### src/rtl/panda_cw_sequencer.sv
// Programmable control-word sequencer: replays stored control words,
// immediates and load-data values into the datapath in run-once, loop
// or single-step mode, with abort and rejected-start reporting.
module panda_cw_sequencer #(
  parameter int unsigned CW_WIDTH   = 28,
  parameter int unsigned DEPTH      = 16,
  parameter int unsigned DATA_WIDTH = 32,
  parameter int unsigned LEN_W      = $clog2(DEPTH + 1),
  parameter int unsigned IDX_W      = $clog2(DEPTH)
) (
  input  logic                  clk_i,
  input  logic                  rst_ni,
  input  logic                  load_we_i,
  input  logic [IDX_W-1:0]      load_addr_i,
  input  logic [CW_WIDTH-1:0]   load_cw_i,
  input  logic [DATA_WIDTH-1:0] load_imm_i,
  input  logic [DATA_WIDTH-1:0] load_rdata_i,
  input  logic [LEN_W-1:0]      len_i,
  input  logic [1:0]            mode_i,
  input  logic                  start_i,
  input  logic                  step_i,
  input  logic                  abort_i,
  output logic [CW_WIDTH-1:0]   cw_o,
  output logic [DATA_WIDTH-1:0] imm_o,
  output logic [DATA_WIDTH-1:0] rdata_o,
  output logic                  valid_o,
  output logic [IDX_W-1:0]      idx_o,
  output logic                  busy_o,
  output logic                  done_o,
  output logic                  err_o,
  output logic [15:0]           loop_cnt_o
);

  typedef enum logic [1:0] {
    IDLE,
    RUN,
    STEP
  } state_e;

  typedef enum logic [1:0] {
    MODE_ONCE = 2'd0,
    MODE_LOOP = 2'd1,
    MODE_STEP = 2'd2,
    MODE_RSVD = 2'd3
  } mode_e;

  // Program store (not reset)
  logic [CW_WIDTH-1:0]   mem_cw    [DEPTH];
  logic [DATA_WIDTH-1:0] mem_imm   [DEPTH];
  logic [DATA_WIDTH-1:0] mem_rdata [DEPTH];

  state_e                state_q, state_d;
  mode_e                 mode_q, mode_d;
  logic [LEN_W-1:0]      len_q, len_d;
  // ptr_q is the index of the next entry to issue; equals len_q once the
  // last entry has gone out.
  logic [LEN_W-1:0]      ptr_q, ptr_d;

  logic [CW_WIDTH-1:0]   cw_q, cw_d;
  logic [DATA_WIDTH-1:0] imm_q, imm_d;
  logic [DATA_WIDTH-1:0] rdata_q, rdata_d;
  logic                  valid_q, valid_d;
  logic [IDX_W-1:0]      idx_q, idx_d;
  logic                  done_q, done_d;
  logic                  err_q, err_d;
  logic [15:0]           loop_q, loop_d;

  logic                  issue;
  logic [IDX_W-1:0]      rd_sel;
  logic                  start_ok;
  logic                  at_end;

  assign start_ok = start_i && (len_i != '0) && (len_i <= LEN_W'(DEPTH))
                    && (mode_i != MODE_RSVD);
  assign at_end   = (ptr_q == len_q);

  // Program store writes, accepted only while idle
  always_ff @(posedge clk_i) begin
    if (load_we_i && (state_q == IDLE)) begin
      mem_cw[load_addr_i]    <= load_cw_i;
      mem_imm[load_addr_i]   <= load_imm_i;
      mem_rdata[load_addr_i] <= load_rdata_i;
    end
  end

  // State and registered outputs
  always_ff @(posedge clk_i or negedge rst_ni) begin
    if (!rst_ni) begin
      state_q <= IDLE;
      mode_q  <= MODE_ONCE;
      len_q   <= '0;
      ptr_q   <= '0;
      cw_q    <= '0;
      imm_q   <= '0;
      rdata_q <= '0;
      valid_q <= 1'b0;
      idx_q   <= '0;
      done_q  <= 1'b0;
      err_q   <= 1'b0;
      loop_q  <= '0;
    end else begin
      state_q <= state_d;
      mode_q  <= mode_d;
      len_q   <= len_d;
      ptr_q   <= ptr_d;
      cw_q    <= cw_d;
      imm_q   <= imm_d;
      rdata_q <= rdata_d;
      valid_q <= valid_d;
      idx_q   <= idx_d;
      done_q  <= done_d;
      err_q   <= err_d;
      loop_q  <= loop_d;
    end
  end

  // Next-state, issue selection and output values
  always_comb begin
    state_d = state_q;
    mode_d  = mode_q;
    len_d   = len_q;
    ptr_d   = ptr_q;
    loop_d  = loop_q;
    done_d  = 1'b0;
    err_d   = 1'b0;
    issue   = 1'b0;
    rd_sel  = '0;

    case (state_q)
      IDLE: begin
        if (start_i) begin
          if (start_ok) begin
            len_d  = len_i;
            mode_d = mode_e'(mode_i);
            loop_d = '0;
            if (mode_i == MODE_STEP) begin
              state_d = STEP;
              ptr_d   = '0;
            end else begin
              state_d = RUN;
              issue   = 1'b1;
              rd_sel  = '0;
              ptr_d   = LEN_W'(1);
            end
          end else begin
            err_d = 1'b1;
          end
        end
      end
      RUN: begin
        if (abort_i) begin
          state_d = IDLE;
        end else if (at_end) begin
          if (mode_q == MODE_LOOP) begin
            issue  = 1'b1;
            rd_sel = '0;
            ptr_d  = LEN_W'(1);
            loop_d = loop_q + 16'd1;
          end else begin
            state_d = IDLE;
            done_d  = 1'b1;
          end
        end else begin
          issue  = 1'b1;
          rd_sel = IDX_W'(ptr_q);
          ptr_d  = ptr_q + LEN_W'(1);
        end
      end
      STEP: begin
        if (abort_i) begin
          state_d = IDLE;
        end else if (at_end) begin
          state_d = IDLE;
          done_d  = 1'b1;
        end else if (step_i) begin
          issue  = 1'b1;
          rd_sel = IDX_W'(ptr_q);
          ptr_d  = ptr_q + LEN_W'(1);
        end
      end
      default: state_d = IDLE;
    endcase

    valid_d = issue;
    if (issue) begin
      cw_d    = mem_cw[rd_sel];
      imm_d   = mem_imm[rd_sel];
      rdata_d = mem_rdata[rd_sel];
      idx_d   = rd_sel;
    end else begin
      cw_d    = '0;
      imm_d   = '0;
      rdata_d = '0;
      idx_d   = '0;
    end
  end

  assign cw_o       = cw_q;
  assign imm_o      = imm_q;
  assign rdata_o    = rdata_q;
  assign valid_o    = valid_q;
  assign idx_o      = idx_q;
  assign busy_o     = (state_q != IDLE);
  assign done_o     = done_q;
  assign err_o      = err_q;
  assign loop_cnt_o = loop_q;

endmodule

### config.mk
export PLATFORM = sky130hd
export DESIGN_NAME = panda_cw_sequencer
export DESIGN_NICKNAME = d
export VERILOG_FILES = /design/src/rtl/panda_cw_sequencer.sv
export SDC_FILE = /design/constraint.sdc
export NUM_CORES = 2
export LEC_CHECK = 0
export BUFFER_PORTS_ARGS = -buffer_cell sky130_fd_sc_hd__buf_2
export CAP_MARGIN = 20
export CELL_PAD_IN_SITES_DETAIL_PLACEMENT = 0
export CELL_PAD_IN_SITES_GLOBAL_PLACEMENT = 2
export CORE_MARGIN = 2
export CORE_UTILIZATION = 49
export DETAILED_ROUTE_END_ITERATION = 7
export PLACE_DENSITY = 0.93
export SLEW_MARGIN = 20
export SYNTH_ARGS = -nofsm -noshare
export SYNTH_HDL_FRONTEND = slang
export SYNTH_SLANG_ARGS = --single-unit
### constraint.sdc
create_clock -name clk_i -period 13.2 [get_ports clk_i]
set_clock_uncertainty 0.1 [all_clocks]
set_input_delay 1.32 -clock clk_i [delete_from_list [all_inputs] [get_ports clk_i]]
set_output_delay 1.32 -clock clk_i [all_outputs]
set_load 0.005 [all_outputs]
**Word level (Yosys, flattened, before mapping)**

Memory sizes are Yosys's and may differ from the RTL's.
Index checks and enable logic that the tools add are counted.

- Add/subtract/negate cells: 2
- Multipliers: 0
- Div/mod/pow operators: 0
- Order comparisons: 1
- Eq/ne operators: 18
- Shift operators: 0
- Muxes and demuxes: 56
- Bitwise operators: 0
- Reduce and logical (&&, ||, !) cells: 13

Operators by type and width:

| kind | number |
|---|---|
| $mux W16 | 5 |
| $mux W32 | 2 |
| $mux W5 | 8 |
| $pmux W16 S2 | 1 |
| $mux W28 | 1 |
| $mux W4 | 6 |
| $mux W1 | 20 |
| $ne A2 B2 Y1 const B | 9 |
| $add A16 B1 Y16 const B | 1 |
| $mux W2 | 8 |
| $pmux W5 S3 | 1 |
| $ne A3 B3 Y1 const B | 4 |
| $pmux W4 S2 | 1 |
| $reduce_and A8 Y1 | 1 |
| $pmux W2 S3 | 1 |
| $reduce_and A6 Y1 | 1 |
| $add A5 B1 Y5 const B | 1 |
| $eq A5 B5 Y1 | 1 |
| $le A5 B5 Y1 const B | 1 |
| $reduce_and A5 Y1 | 1 |
| $reduce_bool A5 Y1 | 1 |
| $eq A2 B1 Y1 const B | 2 |
| $eq A2 B2 Y1 const B | 2 |
| $logic_and A1 B1 Y1 | 4 |
| other kinds (6) | 7 |

- Bits in registers: 129
- Bits in latches: 0
- Bits in writable memories: 1472
- Memory bits (read-only): 0
- Output and inout port bits: 116
- Memories: 3

Memories:

| memory | words | bits a word | read ports | clocked after memory_dff | write ports | line | source |
|---|---|---|---|---|---|---|---|
| mem_imm | 16 | 32 | 1 | 0 | 1 | 49 | `logic [DATA_WIDTH-1:0] mem_imm [DEPTH];` |
| mem_rdata | 16 | 32 | 1 | 0 | 1 | 50 | `logic [DATA_WIDTH-1:0] mem_rdata [DEPTH];` |
| mem_cw | 16 | 28 | 1 | 0 | 1 | 48 | `logic [CW_WIDTH-1:0] mem_cw [DEPTH];` |

**Longest topological paths before layout**

- Depth after elaboration: 8
- Gate-level depth with buffers: 13
- Depth with buffers taken out: 8

**Least setup slack after synthesis**

OpenSTA, ideal clock, no wires.

- Kind: input port to flip-flop
- From: in load_addr_i[1]
- To: mem mem_cw[0][0] (enable)
- Setup time: 657 ps
- Arrival: 7982 ps
- Slack: 4461 ps
- Cell stages on the path: 2
- Path buffers: 0
- Path through: or3_1 > nor3_1

RTL lines:

| item | line | source |
|---|---|---|
| start, declared | 14 | `input logic [IDX_W-1:0] load_addr_i,` |
| end, declared | 48 |  |

Straight into the memory's write port.

**Worst setup path after layout**

- From: reg ptr_q[0]
- To: reg imm_q[19] (netlist: imm_o[19])

- Word-level cells in the longest chain between the ends: 6

Ends and longest elaborated chain:

| item | line | source |
|---|---|---|
| start, declared | 57 | `logic [LEN_W-1:0] ptr_q, ptr_d;` |
| start signal, assigned | 105 | `ptr_q <= ptr_d;` |
| $eq A5 B5 Y1 or $mux W4 (tied branches) | 75, 175 |  |
| $mux W4, on equally long branches | 172, 153 |  |
| $mux W4, on equally long branches | 170, 151 |  |
| $pmux W4 S2 | 129 | `case (state_q)` |
| $mem_v2 Z16 W32 | n/a |  |
| $mux W32 * | 185 | `if (issue) begin` |
| named net imm_d[19] | 60 | `logic [DATA_WIDTH-1:0] imm_q, imm_d;` |
| end signal, assigned | 107 | `imm_q <= imm_d;` |
| end, declared | 60 |  |

Mark *: on every way through the listed nets, which the timed path passes. The rest lies on a longest branch.
A chain may end at the register's enable or synchronous reset.

==> reports/metrics.cfg <==
[status]
status=finished clean

[logic_synthesis]
synth_top_area_share_pct=69.6
synth_area_um2=63500
yosys-top-cells-area=edfxtp_1 (70%), dfrtp_1 (5.1%), a21oi_1 (4.4%)
yosysTopAreaCell=edfxtp_1
synth_edf_count=1472
ys_ff_latch=1601
ys_seq_area_share_pct=74.7
synthArstFlopShare_pct=8.06
syn_inst=4266
synthFlopType=edfxtp_1
yosysWarnings=0
avgSynthCellArea_um2=14.9
synthDistinctLibCells=59
syn-num-nets=4382

[global_route]
grt_overflow=0
antenna_found_initial=32
grt_start_max_net_pins=175
track_usage_pct=27.7
grt_pass1_wl_mm=267
grt_pass1_vias=38800

[setup_path]
rrSetupSlack_ns=7.65
critPathMaxFanout=174
cp-end-kind=flop
crit_arrival_ns=6.14
r2r-end=imm_o[19]
path_class=flop to flop
critPathRequiredTime_ns=13.79
crit_path_start_kind=flop
reg2reg_from=ptr_q[0]
r2r_cells=10

[drt]
drc=0
drt_iter0_markers=5773
vias_per_cell=6.57
vias=41300
ant_nets=0
totalWireLength_mm=187
wire_per_inst_um=29.7
drt_first_pass_iters=6

[sta]
finalMaxSlewViolations=0
rsz0062_at_grt=false
final.setup.tns_ns=0
holdWs_ns=0.367
setup_violations=0
relSlewSlack_pct=19.9
hold_viol_final=0
fmax_mhz=180
fin_crit_sh_pct=42.1
worstMarginPinSlew_ns=1.20
period_needed_ns=5.55

[pwr]
total_power_uw=12300
ir_worst_vdd_v=0.000165
p_comb_share_pct=15.8
powerDensity_nw_per_um2=172
power.switching_uw=3540
clockPowerShare_pct=36.3
p_int_uw=8780
swShare_pct=28.7
power.leakage_uw=0.0244
power.share.sequential_pct=48.0

[layout]
multi_input_area_um2=14600
drive_gt1_share_pct=14.4
fillers=10100
syn2layout_area_growth_pct=12.8
final_cell_mix=edfxtp_1 (1472), a21oi_1 (554), nand2_1 (388), buf_2 (223), a22oi_1 (177)
layout_commonest_cell=edfxtp_1
num-nets-final=4509
final-seq-area_um2=47400

[cts]
cts_root_buffer=clkbuf_16
cts_inserted_buffers=159
ctsHoldBuffers=0
clock_sinks=1601
cts.htree.levels=4
post-cts-setup-buffer-count=0
cts_resized=0
clock_path_buffers=3
cts_tree=built
clk_pin_slew_ns=0.06
clk_latency_ns=0.81

[placement]
routabilityCongestion=0.775
dpl.hpwl_mm=86.8
io_buffer_count=224

[die]
start_util_pct=49.2
dieArea_um2=133000
core_area_um2=129000
die_y_um=364
die_w_um=364
fp-row-count=132
num_io_pins=225

[worst_hold_path]
worstHoldPathType=input pin to async pin

[job]
maxCapViolations=0

-- worst max-delay path, stage by stage, from the launching register on --
cell       delay (ns)
dfrtp_4          0.89
buf_4            0.94
inv_1            0.32
nor3_4           0.25
buf_4            0.57
buf_4            0.71
buf_12           0.77
a21oi_1          0.19
nand2_1          0.11
o2111ai_1        0.16
o211ai_1         0.17
-- stage by stage --
stage	worst slack, ns	area, um2	utilization (%)	cells
after floorplan	4.46	63500	-	4266
after global placement	7.65	66400	51.4	5972
after detailed placement	7.59	66400	51.4	5972
after CTS	7.75	71600	55.4	6265
after global routing	7.47	71600	55.5	6272
final	7.65	71700	55.5	6278
-- cell families (layout without fill, tap and decap cells) --
kind of cell,Yosys count,after routing,synth area share [%]
buf+inv,442,701,2.81
compound gates,1541,1541,17.1
simple gates,566,566,3.54
xor+xnor,6,6,0.106
flops,1601,1601,74.7
mux,103,103,1.64
other cells,0,11,0
fa+ha+maj,7,7,0.138
-- per-layer routing --
layer,GRT usage [%],up-vias,part of all wire (%)
met2,42.5,2797,46
li1,-,17300,-
met5,0,-,0.093
met1,39.0,20700,39
met4,9.29,26,3.0
met3,6.65,414,12
-- final cells by class --
cell class,count,share of cell area [%]
flip-flops and latches,1601,66.2
multi-input cells,2223,20.4
clock buffers,218,6.12
well taps,1742,3.04
repair buffers,305,2.62
clock inverters,75,1.08
inverters,103,0.540
diodes,11,0.0384
-- power groups by stage --
stage | registers [uW] | clock network [uW] | logic, uW
3_3_place_gp | 6020 | 0 | 1860
2_1_floorplan | 5940 | 0 | 1080
5_1_grt | 5920 | 4700 | 2030
4_1_cts | 5910 | 4500 | 1890
6_report | 5910 | 4470 | 1940
3_5_place_dp | 6020 | 0 | 1890
-- synthesized netlist by cell type (all sizes together), types with 4 or more instances --
library cell,count
o41ai,4
xnor2,6
mux2i,94
clkbuf,211
nand2b,7
mux2,9
nor2b,4
nor3,10
a22oi,177
ha,7
nand3,14
a2bb2oi,92
nor2,123
and2,5
a31oi,99
buf,128
o21ai,116
edfxtp,1472
a21o,5
a21oi,557
o211ai,92
o31ai,11
inv,103
nand2,388
a221o,97
dfrtp,129
a221oi,90
a32oi,95
o2111ai,92
-- worst max path at each step --
| stage | from | to | slack, ns | depth (start not counted) |
|---|---|---|---|---|
| 2_1_floorplan | load_addr_i[1] | mem_cw[0][0] | 4.46 | 2 |
| 3_3_place_gp | abort_i | rdata_o[31] | 7.65 | 10 |
| 3_5_place_dp | abort_i | imm_o[31] | 7.59 | 10 |
| 4_1_cts | ptr_q[0] | imm_o[16] | 7.75 | 10 |
| 5_1_grt | ptr_q[0] | imm_o[10] | 7.47 | 10 |
| 6_report | ptr_q[0] | imm_o[19] | 7.65 | 10 |
-- registers in the layout, indices dropped and copies added, names as in the netlist, 2 cells and up --
signal and cells:
cw_o 28, idx_o 4, imm_o 32, len_q 5
loop_cnt_o 16, mem_cw 448, mem_imm 512, mem_rdata 512
mode_q 2, ptr_q 5, rdata_o 32, state_q 2
(Power assumes the default switching activity.)
